<file path="config.mk">
export PLATFORM = sky130hd
export DESIGN_NAME = tag_data_array_flat
export DESIGN_NICKNAME = d
export VERILOG_FILES = /design/src/rtl/tag_data_array_if.sv /design/src/rtl/tag_data_array.sv /design/src/flat_wrapper.sv
export SDC_FILE = /design/constraint.sdc
export NUM_CORES = 1
export LEC_CHECK = 0
export CELL_PAD_IN_SITES_DETAIL_PLACEMENT = 1
export CELL_PAD_IN_SITES_GLOBAL_PLACEMENT = 2
export CORE_UTILIZATION = 40
export CTS_CLUSTER_SIZE = 20
export DETAILED_ROUTE_END_ITERATION = 8
export PLACE_DENSITY_LB_ADDON = 0.3
export SLEW_MARGIN = 5
export SYNTH_ARGS = -nofsm -noshare
export SYNTH_HDL_FRONTEND = slang
export SYNTH_SLANG_ARGS = --single-unit
</file>
<file path="constraint.sdc">
create_clock -name clk -period 9.9 [get_ports clk]
set_input_delay 1.98 -clock clk [delete_from_list [all_inputs] [get_ports clk]]
set_output_delay 1.98 -clock clk [all_outputs]
set_load 0.05 [all_outputs]
</file>
<file path="src/rtl/tag_data_array_if.sv">
// Request/response bundle between the cache controller and tag_data_array.
// The req_inv wire exists only when TDA_INVALIDATE_EN is defined.
interface tag_data_array_if #(
    parameter int DEPTH  = 16,
    parameter int DATA_W = 8,
    parameter int TAG_W  = 4
);
    logic              req_valid;
    logic              req_ready;
    logic              req_we;
    logic [DEPTH-1:0]  req_wl;
    logic [TAG_W-1:0]  req_tag;
    logic [DATA_W-1:0] req_data;
`ifdef TDA_INVALIDATE_EN
    logic              req_inv;
`endif
    logic              rsp_valid;
    logic              rsp_hit;
    logic              rsp_err;
    logic [TAG_W-1:0]  rsp_tag;
    logic [DATA_W-1:0] rsp_data;
    logic              busy;

`ifdef TDA_INVALIDATE_EN
    modport master (
        output req_valid, req_we, req_wl, req_tag, req_data, req_inv,
        input  req_ready, rsp_valid, rsp_hit, rsp_err, rsp_tag, rsp_data, busy
    );
    modport slave (
        input  req_valid, req_we, req_wl, req_tag, req_data, req_inv,
        output req_ready, rsp_valid, rsp_hit, rsp_err, rsp_tag, rsp_data, busy
    );
`else
    modport master (
        output req_valid, req_we, req_wl, req_tag, req_data,
        input  req_ready, rsp_valid, rsp_hit, rsp_err, rsp_tag, rsp_data, busy
    );
    modport slave (
        input  req_valid, req_we, req_wl, req_tag, req_data,
        output req_ready, rsp_valid, rsp_hit, rsp_err, rsp_tag, rsp_data, busy
    );
`endif
endinterface

</file>
<file path="src/rtl/tag_data_array.sv">
// One-hot addressed tag+data array with valid bits, tag-compare hit and a post-reset clear sequencer.
// Optional single-entry invalidate op is enabled by defining TDA_INVALIDATE_EN.
module tag_data_array #(
    parameter int DEPTH  = 16,
    parameter int DATA_W = 8,
    parameter int TAG_W  = 4
) (
    input  logic             clk,
    input  logic             reset,
    tag_data_array_if.slave  bus
);
    localparam int AW = $clog2(DEPTH);

    typedef enum logic {ST_CLEAR, ST_READY} state_t;

    state_t            r_state, w_state_nxt;
    logic [AW-1:0]     r_clr_idx, w_clr_idx_nxt;
    logic              w_req_ready, w_busy;

    logic [DEPTH-1:0]  r_valid;
    logic [TAG_W-1:0]  r_tag  [DEPTH];
    logic [DATA_W-1:0] r_data [DEPTH];

    logic              r_rsp_valid, r_rsp_hit, r_rsp_err;
    logic [TAG_W-1:0]  r_rsp_tag;
    logic [DATA_W-1:0] r_rsp_data;

    logic [AW-1:0]     w_idx;
    logic              w_onehot, w_acc, w_inv;

    always_ff @(posedge clk) begin
        if (reset) begin
            r_state   <= ST_CLEAR;
            r_clr_idx <= '0;
        end else begin
            r_state   <= w_state_nxt;
            r_clr_idx <= w_clr_idx_nxt;
        end
    end

    always_comb begin
        w_state_nxt   = r_state;
        w_clr_idx_nxt = r_clr_idx;
        w_req_ready   = 1'b0;
        w_busy        = 1'b0;
        case (r_state)
            ST_CLEAR: begin
                w_busy        = 1'b1;
                w_clr_idx_nxt = r_clr_idx + AW'(1);
                if (r_clr_idx == AW'(DEPTH - 1)) w_state_nxt = ST_READY;
            end
            ST_READY: w_req_ready = 1'b1;
            default:  w_state_nxt = ST_CLEAR;
        endcase
    end

    // Wordline decode; the index is only meaningful when exactly one bit is set.
    always_comb begin
        w_idx = '0;
        for (int i = 0; i < DEPTH; i++) begin
            if (bus.req_wl[i]) w_idx = AW'(i);
        end
    end

    assign w_onehot = (bus.req_wl != '0) && ((bus.req_wl & (bus.req_wl - DEPTH'(1))) == '0);
    assign w_acc    = bus.req_valid && w_req_ready && !reset;

`ifdef TDA_INVALIDATE_EN
    assign w_inv = bus.req_inv;
`else
    assign w_inv = 1'b0;
`endif

    // Storage is not reset; the clear sequencer walks the valid bits instead.
    always_ff @(posedge clk) begin
        if (r_state == ST_CLEAR) begin
            r_valid[r_clr_idx] <= 1'b0;
        end else if (w_acc && w_onehot) begin
            if (w_inv) begin
                r_valid[w_idx] <= 1'b0;
            end else if (bus.req_we) begin
                r_valid[w_idx] <= 1'b1;
                r_tag[w_idx]   <= bus.req_tag;
                r_data[w_idx]  <= bus.req_data;
            end
        end
    end

    always_ff @(posedge clk) begin
        if (reset) begin
            r_rsp_valid <= 1'b0;
            r_rsp_hit   <= 1'b0;
            r_rsp_err   <= 1'b0;
            r_rsp_tag   <= '0;
            r_rsp_data  <= '0;
        end else begin
            r_rsp_valid <= w_acc;
            if (w_acc) begin
                if (!w_onehot) begin
                    r_rsp_err  <= 1'b1;
                    r_rsp_hit  <= 1'b0;
                    r_rsp_tag  <= '0;
                    r_rsp_data <= '0;
                end else if (w_inv) begin
                    r_rsp_err  <= 1'b0;
                    r_rsp_hit  <= 1'b0;
                    r_rsp_tag  <= r_tag[w_idx];
                    r_rsp_data <= r_data[w_idx];
                end else if (bus.req_we) begin
                    r_rsp_err  <= 1'b0;
                    r_rsp_hit  <= 1'b1;
                    r_rsp_tag  <= bus.req_tag;
                    r_rsp_data <= bus.req_data;
                end else begin
                    r_rsp_err  <= 1'b0;
                    r_rsp_hit  <= r_valid[w_idx] && (r_tag[w_idx] == bus.req_tag);
                    r_rsp_tag  <= r_tag[w_idx];
                    r_rsp_data <= r_data[w_idx];
                end
            end
        end
    end

    assign bus.req_ready = w_req_ready;
    assign bus.busy      = w_busy;
    assign bus.rsp_valid = r_rsp_valid;
    assign bus.rsp_hit   = r_rsp_hit;
    assign bus.rsp_err   = r_rsp_err;
    assign bus.rsp_tag   = r_rsp_tag;
    assign bus.rsp_data  = r_rsp_data;
endmodule

</file>
<file path="src/flat_wrapper.sv">
// flat-port wrapper written by rule: the top's interface ports become plain ports
module tag_data_array_flat 
#(
    parameter int DEPTH  = 16,
    parameter int DATA_W = 8,
    parameter int TAG_W  = 4
)
  (clk, reset, bus_req_valid, bus_req_we, bus_req_wl, bus_req_tag, bus_req_data, bus_req_ready, bus_rsp_valid, bus_rsp_hit, bus_rsp_err, bus_rsp_tag, bus_rsp_data, bus_busy);
  tag_data_array_if #(.DEPTH(DEPTH), .DATA_W(DATA_W), .TAG_W(TAG_W)) bus_i ();
  input  logic clk;
  input  logic reset;
  input wire logic [$bits(bus_i.req_valid)-1:0] bus_req_valid;
  input wire logic [$bits(bus_i.req_we)-1:0] bus_req_we;
  input wire logic [$bits(bus_i.req_wl)-1:0] bus_req_wl;
  input wire logic [$bits(bus_i.req_tag)-1:0] bus_req_tag;
  input wire logic [$bits(bus_i.req_data)-1:0] bus_req_data;
  output wire logic [$bits(bus_i.req_ready)-1:0] bus_req_ready;
  output wire logic [$bits(bus_i.rsp_valid)-1:0] bus_rsp_valid;
  output wire logic [$bits(bus_i.rsp_hit)-1:0] bus_rsp_hit;
  output wire logic [$bits(bus_i.rsp_err)-1:0] bus_rsp_err;
  output wire logic [$bits(bus_i.rsp_tag)-1:0] bus_rsp_tag;
  output wire logic [$bits(bus_i.rsp_data)-1:0] bus_rsp_data;
  output wire logic [$bits(bus_i.busy)-1:0] bus_busy;
  assign bus_i.req_valid = bus_req_valid;
  assign bus_i.req_we = bus_req_we;
  assign bus_i.req_wl = bus_req_wl;
  assign bus_i.req_tag = bus_req_tag;
  assign bus_i.req_data = bus_req_data;
  assign bus_req_ready = bus_i.req_ready;
  assign bus_rsp_valid = bus_i.rsp_valid;
  assign bus_rsp_hit = bus_i.rsp_hit;
  assign bus_rsp_err = bus_i.rsp_err;
  assign bus_rsp_tag = bus_i.rsp_tag;
  assign bus_rsp_data = bus_i.rsp_data;
  assign bus_busy = bus_i.busy;
  tag_data_array #(.DEPTH(DEPTH), .DATA_W(DATA_W), .TAG_W(TAG_W)) u_core (.clk(clk), .reset(reset), .bus(bus_i));
endmodule
</file>
# Word level (Yosys, flattened, before mapping)
# Memory sizes are Yosys's and may differ from the RTL's.
# Cells that the tools add are included.
# totals
regBits	36
latchBits	0
ramBits	192
rom_bits	0
inputBits	32
word_cells	74
n_memories	2
# classes
addsub	2
mul	0
n_div	0
magnitude_cmp	4
eq_ne	4
n_shift	0
n_mux	39
n_bitwise	4
n_reduce_logical	11
# memory_table
name	words	width	read_ports	rd_ports_with_merged_regs	write_ports	line	text
u_core.r_data	16	8	1	0	1	tag_data_array.sv:22	logic [DATA_W-1:0] r_data [DEPTH];
u_core.r_tag	16	4	1	0	1	tag_data_array.sv:21	logic [TAG_W-1:0] r_tag [DEPTH];
# op_table
cell	n
$mux W16	3
$mux W4	10
$and A16 B16 Y16	2
$logic_not A16 Y1	1
$mux W8	2
$not A16 Y16	1
$or A16 B16 Y16	1
$reduce_bool A16 Y1	1
$sub A16 B1 Y16 const B	1
$mux W1	15
$mux W3	4
$lt A4 B5 Y1 const B	2
$demux W1 S4	2
$ge A4 B1 Y1 const B	2
$logic_and A1 B1 Y1	7
$add A4 B1 Y4 const B	1
$bmux W1 S4	1
$eq A4 B4 Y1	1
$eq A4 B4 Y1 const B	1
$mux W2	2
$ne A2 B2 Y1 const B	2
$reduce_and A2 Y1	1
$logic_not A1 Y1	1

# Longest topological paths before layout
# logic_depth
ltp_word	23
ltp_mapped	13
mapped_depth_nobuf	9

# Least setup slack after synthesis
# Ideal clock, no wire load.
# synth_timing
path_type	input-to-reg
start	in bus_req_wl[2]
end	mem u_core.r_data[2][0] (enable)
arrival_ns	4.736
path_slack_ns	4.768
path_stages	8
cell_sequence	nor4_1 -> o2111ai_1 -> o21ai_0 -> o2111ai_1 -> or4_1 -> nor2_1 -> inv_1 -> nor3_1
# synth_between
elab_chain_len	14
word_cells_on_any_way	23
cone_classes	1 x add/sub; 17 x mux; 1 x bitwise; 4 x reduce/logical
# synth_lines
item	line	text
start, declared	flat_wrapper.sv:14	input wire logic [$bits(bus_i.req_wl)-1:0] bus_req_wl;
branches (longest 14 deep; another with $sub A16 B1 Y16)	n/a	
end, declared	tag_data_array.sv:22	
# Several ways; the timed one is not identified.

# Final worst setup path
# layout_timing
start	in bus_req_wl[3]
end	mem u_core.r_data[7][1] (enable)
# layout_between
elab_chain_len	13
word_cells_on_any_way	22
cone_classes	1 x add/sub; 16 x mux; 1 x bitwise; 4 x reduce/logical
# layout_lines
item
branches (longest 13 deep; another with $sub A16 B1 Y16)
# Several ways; the timed one is not identified.

==> results.sh <==
export IMPL_finalCritPeriodShare_pct=65.1
export IMPL_place_gp_congestion=0.890
export IMPL_synthArstFlopShare_pct=0
export IMPL_p_leak_nw=3.69
export IMPL_synthCells=781
export IMPL_insertion_delay_ns=0.53
export IMPL_htreeDepth=1
export IMPL_synth_edff_count=208
export IMPL_required_ns=10.03
export IMPL_dr_pass1_iters=5
export IMPL_grt_max_degree=42
export IMPL_yosysMostFrequentCell="edfxtp_1"
export IMPL_drt_wl_total_um=30600
export IMPL_finalHoldViolCount=0
export IMPL_yosysSeqAreaShare_pct=67.5
export IMPL_synth_area_um2=9840
export IMPL_antenna_found_initial=0
export IMPL_fp_dieH_um=159
export IMPL_grt_pass1_wl_um=46400
export IMPL_ys_ff_latch=228
export IMPL_num_antenna_cells=0
export IMPL_num_rows=57
export IMPL_routed_via_density=6.03
export IMPL_area_growth_pct=16.6
export IMPL_syn_nets=817
export IMPL_clock_fmax_ghz=0.155
export IMPL_fillCellCount=2529
export IMPL_finalCriticalPeriod_ns=6.44
export IMPL_place_inst=1122
export IMPL_synth_common_cells="edfxtp_1 (208), nand2_1 (106), nor2_1 (54), a21oi_1 (39), clkbuf_1 (33)"
export IMPL_cts_buffers=25
export IMPL_start_util_pct=40.6
export IMPL_cts_setup_buffers=0
export IMPL_cap_violations=0
export IMPL_place_hpwl_um=20300
export IMPL_clkSlewWorstSetupHoldPaths_ns=0.06
export IMPL_vdd_drop_max_mv=0.149
export IMPL_timing_critical_path_from_type="primary input"
export IMPL_synth_area_leaders="edfxtp_1 (63%), dfxtp_1 (4.1%), nand2_1 (4.0%), nor2_1 (2.1%), a21oi_1 (2.0%)"
export IMPL_tightest_slew_ns=1.29
export IMPL_die_x_um=159
export IMPL_stdcell_count=1168
export IMPL_grt_usage_pct=24.4
export IMPL_vias=7047
export IMPL_core_area_um2=24200
export IMPL_fin_area_um2=11500
export IMPL_synth_top_cell_area_share_pct=63.5
export IMPL_synth_ff_type="edfxtp_1"
export IMPL_numClockSinks=228
export IMPL_crit_type="in -> reg"
export IMPL_yosysUniqueCellTypes=66
export IMPL_wl_per_cell_um=26.2
export IMPL_clockBufferDepth=3
export IMPL_path_max_fanout=12
export IMPL_cts_resized=0
export IMPL_nets=861
export IMPL_overflow=0
export IMPL_post_route_drc_count=0
export IMPL_critPathArrivalTime_ns=6.57
export IMPL_num_io_pins=49
export IMPL_dpl_cell_area_um2=10700
export IMPL_synth_top_area_cell="edfxtp_1"
export IMPL_drt_initial_drc_count=572
export IMPL_final_antenna_net_count=0
export IMPL_power_mw=2.11
export IMPL_grt_pass1_vias=7298
export IMPL_tns_ns=0
export IMPL_root_buffer="clkbuf_16"
export IMPL_maxSlewHeadroom_pct=14.0
export IMPL_avgSynthCellArea_um2=12.6
export IMPL_io_buffer_count=48
export IMPL_postCtsHoldBufs=0
export IMPL_hold_ws_ns=0.477
export IMPL_setup_viol=0
export IMPL_cts_tree="built"
export IMPL_layout_drive_gt1_share_pct=10.2
export IMPL_status="finished clean"
export IMPL_skew_ns=0.00781
export IMPL_cp_end_kind="flop"
export IMPL_yosys_warnings=0
export IMPL_dieArea_um2=25200
export IMPL_rsz0062_at_grt="no"
export IMPL_holdCritPathClass="reg -> reg"
export IMPL_slew_viol_final=0
export IMPL_power_density_nw_per_um2=184
## worst paths after layout
| path | cells after the start | to | slack, ns | from |
|---|---|---|---|---|
| worst max-delay path | 9 | u_core.r_data[7][1] | 3.46 | bus_req_wl[3] |
| worst min-delay path | 2 | u_core.bus.rsp_data[6] | 0.48 | u_core.bus.rsp_data[6] |
| worst max register to register | 8 | u_core.r_data[7][1] | 5.72 | u_core.r_state |
| worst min register to register | 2 | u_core.bus.rsp_data[6] | 0.48 | u_core.bus.rsp_data[6] |
## cell type report
class	instances	area, µm²	share of cell area, %
Timing Repair Buffer	64	601	5.24
Inverter	20	75.1	0.654
Multi-Input combinational cell	486	2970	25.9
Clock buffer	28	637	5.55
Tap cell	324	405	3.53
Sequential cell	228	6650	57.9
Clock inverter	18	134	1.17
## layer usage
layer | routed length, µm | GRT usage, %
met1 | 13600 | 34.1
met2 | 14200 | 39.2
met3 | 1870 | 3.42
met4 | 971 | 8.03
met5 | 0 | 0
## through the flow
| stage | util (%) | setup slack [ns] |
|---|---|---|
| 3_5_place_dp | 44.1 | 2.93 |
| 3_3_place_gp | 44.1 | 3.14 |
| 5_1_grt | 47.3 | 3.01 |
| 4_1_cts | 47.3 | 3.45 |
| 2_1_floorplan | - | 4.77 |
| 6_report | 47.3 | 3.46 |
## report_power, final
group	leakage [nW]	internal (mW)	switching (mW)
Combinational	1.25	0.0495	0.105
Clock	0.376	0.493	0.388
Sequential	2.07	1.06	0.00846
Total	3.69	1.60	0.501
## registers in the layout, indices dropped and copies added, names as in the netlist
| signal | flops |
|---|---|
| u_core.r_data | 128 |
| u_core.r_valid | 16 |
| u_core.bus.rsp_err | 1 |
| u_core.r_tag | 64 |
| u_core.bus.rsp_tag | 4 |
| u_core.bus.rsp_valid | 1 |
| u_core.bus.rsp_hit | 1 |
| u_core.r_clr_idx | 4 |
| u_core.r_state | 1 |
| u_core.bus.rsp_data | 8 |
## critical path, stage by stage
cell and delay (ns):
clkdlybuf4s50_1 0.48, nor4_1 0.90, o2111ai_1 0.20, o21ai_0 0.15
o2111ai_1 0.20, or4_1 0.56, nor2_1 0.78, nand2_1 0.28
nor2_1 1.03
## placed cells by master (no fill, tap or decap), types with 14 or more instances in the layout
cell type / netlist / final
a21oi_1: 39 / 39
a22oi_1: 14 / 14
a31oi_1: 23 / 22
buf_4: 0 / 16
clkbuf_16: 0 / 25
clkdlybuf4s50_1: 0 / 48
dfxtp_1: 20 / 20
edfxtp_1: 208 / 208
inv_1: 20 / 20
nand2_1: 106 / 106
nand3_1: 15 / 15
nor2_1: 54 / 53
nor3_1: 19 / 14
o21ai_0: 29 / 28
o22ai_1: 27 / 27
## cell families (layout without fill, tap and decap cells)
logic type,count (synthesis),in the layout,synth area share [%]
mux,15,15,1.63
fa+ha+maj,5,5,0.610
xor+xnor,3,3,0.267
buf+inv,67,130,2.70
simple gates,244,244,11.4
flops,228,228,67.5
compound gates,219,219,15.8
No activity file was read; power rests on OpenSTA's default activity.
==> variant 1: new RTL, same flow settings <==
`TAG_W` is set to 4 in 3 places; all go to 3.
--- a/src/rtl/tag_data_array_if.sv
+++ b/src/rtl/tag_data_array_if.sv
@@ -3,7 +3,7 @@
 interface tag_data_array_if #(
     parameter int DEPTH  = 16,
     parameter int DATA_W = 8,
-    parameter int TAG_W  = 4
+    parameter int TAG_W  = 3
 );
     logic              req_valid;
     logic              req_ready;
--- a/src/rtl/tag_data_array.sv
+++ b/src/rtl/tag_data_array.sv
@@ -3,7 +3,7 @@
 module tag_data_array #(
     parameter int DEPTH  = 16,
     parameter int DATA_W = 8,
-    parameter int TAG_W  = 4
+    parameter int TAG_W  = 3
 ) (
     input  logic             clk,
     input  logic             reset,
--- a/src/flat_wrapper.sv
+++ b/src/flat_wrapper.sv
@@ -3,7 +3,7 @@
 #(
     parameter int DEPTH  = 16,
     parameter int DATA_W = 8,
-    parameter int TAG_W  = 4
+    parameter int TAG_W  = 3
 )
   (clk, reset, bus_req_valid, bus_req_we, bus_req_wl, bus_req_tag, bus_req_data, bus_req_ready, bus_rsp_valid, bus_rsp_hit, bus_rsp_err, bus_rsp_tag, bus_rsp_data, bus_busy);
   tag_data_array_if #(.DEPTH(DEPTH), .DATA_W(DATA_W), .TAG_W(TAG_W)) bus_i ();
Ports: changed (resized bus_req_tag and bus_rsp_tag); port bits go from 49 to 47. The function was not compared with the original's and may differ.
==> variant 1 against the original RTL <==
Sequential cell count fell by 17; design area fell by 9.5%; setup slack improved by 480 ps; wire length fell by 14%; power fell by 8.5%; core utilization rose by 0.093 points; global-route usage fell by 0.94 points; non-clock buffer count fell by 7; area after synthesis fell by 8.9%; largest cell class unchanged.
==> variant 1: results (changes against the original RTL) <==
* Synth Area in XOR/XNOR at 0.00586 (+0.00319)
* Post-synthesis mux area share at 0.0296 (+0.0133)
* Synth Area in Compound Gates at 0.139 (-0.0195)
* DP Area at 9680 sq um (-9.6%)
* Top cells by count, synth: 192 x edfxtp_1, 85 x nand2_1, 46 x a21oi_1
* Synth top area cells: edfxtp_1 64%, dfxtp_1 4.2%, nand2_1 3.6%
* DP Worst Slack at 3480 ps (+547 ps)
* Post-synth EDFFs at 192 (-7.7%)
* PortBufs at 46 (-4.2%)
* WL/cell at 26.1 microns (-0.30%)
* Fraction of final layout cells sized beyond drive strength 1 at 0.0833 (-0.0186)
* Max VDD drop at 131 uV (-12%)
* Arr. time, crit path at 6080 ps (-490 ps)
* Overall Global Routing Usage at 0.235 (-0.00945)
* First-pass GRT wire length at 39200 microns (-16%)
* Relative slew slack at 0.258 (+0.118)
* Outcome: finished, final reports clean
* DR iter-0 viols at 478 (-16%)
* DP Wirelength at 17800 microns (-13%)
* Vias in the first global route at 6210 (-15%)
* Critical Path Fanout Max at 16 (+4)
* P_leak at 3.31 nW (-10%)
* Post-Route WL at 26500 microns (-14%)
* Largest regs: u_core.r_data x128, u_core.r_tag x48, u_core.r_valid x16
* Layout Nets at 752 (-13%)
* Int Power at 1.50 mW (-6.7%)
* Synth unique cells at 67 (+1.5%)
* Vias/cell at 6.14 (+1.7%)
* Max Clock Skew at 10.1 ps (+2.27 ps)
* Adder-cell share of the synthesized area at 0.00781 (+0.00171)
* Post_cts resized at 0 (unchanged)
* Syn Area/Cell at 13.3 sq um (+5.3%)
* Fill cells at 2208 (-13%)
* Placed Cells incl. Taps at 973 (-13%)
* Crit-path max cell delay at 870 ps (-160 ps)
* Clk_lat worst skew at 500 ps (-30 ps)
* Num CTS Buffers at 22 (-12%)
* Largest net degree at the start of global routing at 44 (+4.8%)
[variant 1: changes by cell type after synthesis, sizes merged, moves of 10 or more]
cell | unedited run | this run
a21oi | 39 | 49
a31oi | 23 | 3
buf | 13 | 25
clkbuf | 34 | 15
edfxtp | 208 | 192
mux2i | 7 | 22
nand2 | 106 | 85
nand3 | 15 | 27
nor2 | 54 | 42
o21ai | 31 | 15
o221ai | 13 | 29
o22ai | 27 | 9
[variant 1: path summary, 6_finish.rpt]
| kind | from | end | slack (ps) | cells after the start |
|---|---|---|---|---|
| hold reg to reg | u_core.bus.rsp_data[6] | u_core.bus.rsp_data[6] | 520 | 2 |
| hold / removal | u_core.bus.rsp_data[6] | u_core.bus.rsp_data[6] | 520 | 2 |
| setup reg to reg | u_core.r_state | u_core.r_data[1][1] | 6160 | 8 |
| setup / recovery | reset | u_core.r_data[1][1] | 3940 | 10 |
[variant 1: area by class of cell]
class                   instances  area, sq um  share of cell area
flip-flops and latches        211         6150               0.592
multi-input cells             412         2590               0.249
clock buffers                  29          619              0.0597
repair buffers                 57          543              0.0523
well taps                     280          350              0.0338
clock inverters                10         80.1             0.00772
inverters                      13         48.8             0.00470
[variant 1: metal layers]
layer | GRT usage | up-vias | routed length, microns
li1 | - | 2734 | -
met1 | 0.336 | 3229 | 12000
met2 | 0.380 | 204 | 12400
met3 | 0.0269 | 43 | 1430
met4 | 0.0589 | 0 | 553
met5 | 0 | - | 0
[variant 1: power groups by stage]
stage,sequential (mW),combinational [mW],clock (mW)
floorplan,1.01,0.0795,0
global placement,1.01,0.134,0
detailed placement,1.01,0.138,0
CTS,0.991,0.139,0.813
global route,0.992,0.148,0.842
finish,0.991,0.138,0.799
==> variant 2: new RTL, config.mk and constraints unchanged <==
Without the edit above. Reset style: asynchronous (`reset`), changed in 2 clocked blocks.
--- a/src/rtl/tag_data_array.sv
+++ b/src/rtl/tag_data_array.sv
@@ -28,7 +28,7 @@
     logic [AW-1:0]     w_idx;
     logic              w_onehot, w_acc, w_inv;
 
-    always_ff @(posedge clk) begin
+    always_ff @(posedge clk or posedge reset) begin
         if (reset) begin
             r_state   <= ST_CLEAR;
             r_clr_idx <= '0;
@@ -86,7 +86,7 @@
         end
     end
 
-    always_ff @(posedge clk) begin
+    always_ff @(posedge clk or posedge reset) begin
         if (reset) begin
             r_rsp_valid <= 1'b0;
             r_rsp_hit   <= 1'b0;
Behaviour: no difference found for any inputs over 10 cycles, from zero or initial values and one cycle with reset high; that may be too few to reach the edited logic, so the function may still have changed.
==> variant 2 against the original RTL <==
Via count shrank 4.2%; design area shrank 1.5%; area after synthesis shrank 1.1%; sequential cell count is the same; register-to-register slack lost 170 ps; wire length shrank 1.6%; power shrank 1.2%; setup slack gained 470 ps.
==> variant 2: results (changes against the original RTL) <==
* DP Worst Slack at 3370 ps (+440 ps)
* Fraction of final layout cells sized beyond drive strength 1 at 0.0837 (-0.0182)
* Placed Cells incl. Taps at 1088 (-3.0%)
* CP top delay family: simple AND/OR/NAND/NOR gates
* Layout Nets at 831 (-3.5%)
* DR iter-0 viols at 645 (+13%)
* Post-synth EDFFs at 208 (unchanged)
* Overall Global Routing Usage at 0.249 (+0.00516)
* Largest net degree at the start of global routing at 44 (+4.8%)
* Hold WC Path Type: reg -> reg
* Max Clock Skew at 7.36 ps (-0.449 ps)
* DR pass1 iterations at 5 (unchanged)
* Synth unique cells at 69 (+4.5%)
* Post-synth net total at 787 (-3.7%)
* Crit-path max cell delay at 920 ps (-110 ps)
* Max VDD drop at 139 uV (-7.1%)
* Post-Route WL at 30200 microns (-1.6%)
* DP Wirelength at 20400 microns (+0.14%)
* Vias/cell at 5.97 (-1.1%)
* Post_cts resized at 0 (unchanged)
* DP Area at 10500 sq um (-1.7%)
* Num CTS Buffers at 24 (-4.0%)
* PortBufs at 48 (unchanged)
* Relative slew slack at 0.199 (+0.0594)
* GP Congestion at 0.896 (+0.60%)
* H-Tree Level Count at 1 (unchanged)
* Top cells by count, synth: 208 x edfxtp_1, 103 x nand2_1, 57 x nor2_1
* Clk_lat worst skew at 520 ps
* Antenna violations before repair at 0 (unchanged)
* Max stage delay cell, worst path: nor2_1
* Vias in the first global route at 6851 (-6.1%)
* First-pass GRT wire length at 44500 microns (-4.2%)
* Clock root buffer: clkbuf_16
* Int Power at 1.63 mW (+1.4%)
* WL/cell at 26.7 microns (+1.7%)
* Register area share after synthesis at 0.693 (+0.0176)
* Async SR Flop Fraction at 0.0877 (+0.0877)
* Outcome: finished, final reports clean
* Arr. time, crit path at 6100 ps (-470 ps)
* Critical Path Fanout Max at 21 (+9)
* Syn Area/Cell at 13.0 sq um (+2.9%)
* Synth top area cells: edfxtp_1 64%, dfrtp_1 5.1%, nand2_1 4.0%
* P_leak at 3.77 nW (+2.1%)
==> variant 2: changes by cell type in the layout (fill, tap and decap cells not counted), moves of 14 or more <==
cell,before,now
dfxtp_1,20,0
dfrtp_1,0,20
o21ai_0,28,14
o21ai_1,2,24
and3_1,8,23
==> variant 2: metal layers <==
layer  track usage  vias to the layer above  wire [microns]
met5             0                        -               0
met4        0.0833                        0            1040
met3        0.0290                       55            1770
met2         0.427                      262           14700
met1         0.328                     3449           12700
li1              -                     2986               -
==> variant 2: power groups by stage <==
stage / Clock (mW) / Combinational (mW) / Sequential, mW
after floorplan: 0 / 0.0675 / 1.07
after global placement: 0 / 0.131 / 1.07
after detailed placement: 0 / 0.134 / 1.07
after CTS: 0.910 / 0.134 / 1.05
after global routing: 0.939 / 0.142 / 1.05
final: 0.898 / 0.134 / 1.05
==> variant 2: kinds of logic after synthesis <==
group | synth area share
buffers and inverters | 0.0260
DFF | 0.693
and+or+nand+nor | 0.118
xor gates and xnor gates | 0.00270
AOI/OAI and AO/OA | 0.137
muxes | 0.0162
adders and majority gates | 0.00733
==> variant 2: area by class of cell <==
type,count,area [sq um]
Fill cell,2436,12400
Sequential cell,228,6750
Multi-Input combinational cell,468,2750
Clock buffer,29,641
Timing Repair Buffer,61,578
Tap cell,319,399
Clock inverter,14,140
Inverter,12,45.0
==> variant 2: path summary, 6_finish.rpt <==
kind,slack (ps),endpoint,cells after the start,start
setup reg to reg,5550,u_core.r_tag[8][1],7,u_core.r_state
min in group asynchronous,1940,u_core.r_clr_idx[2],2,reset
hold / removal,520,u_core.bus.rsp_err,2,u_core.bus.rsp_err
max in group asynchronous,7450,u_core.bus.rsp_data[7],2,reset
hold reg to reg,520,u_core.bus.rsp_err,2,u_core.bus.rsp_err
setup / recovery,3930,u_core.r_tag[8][1],9,reset
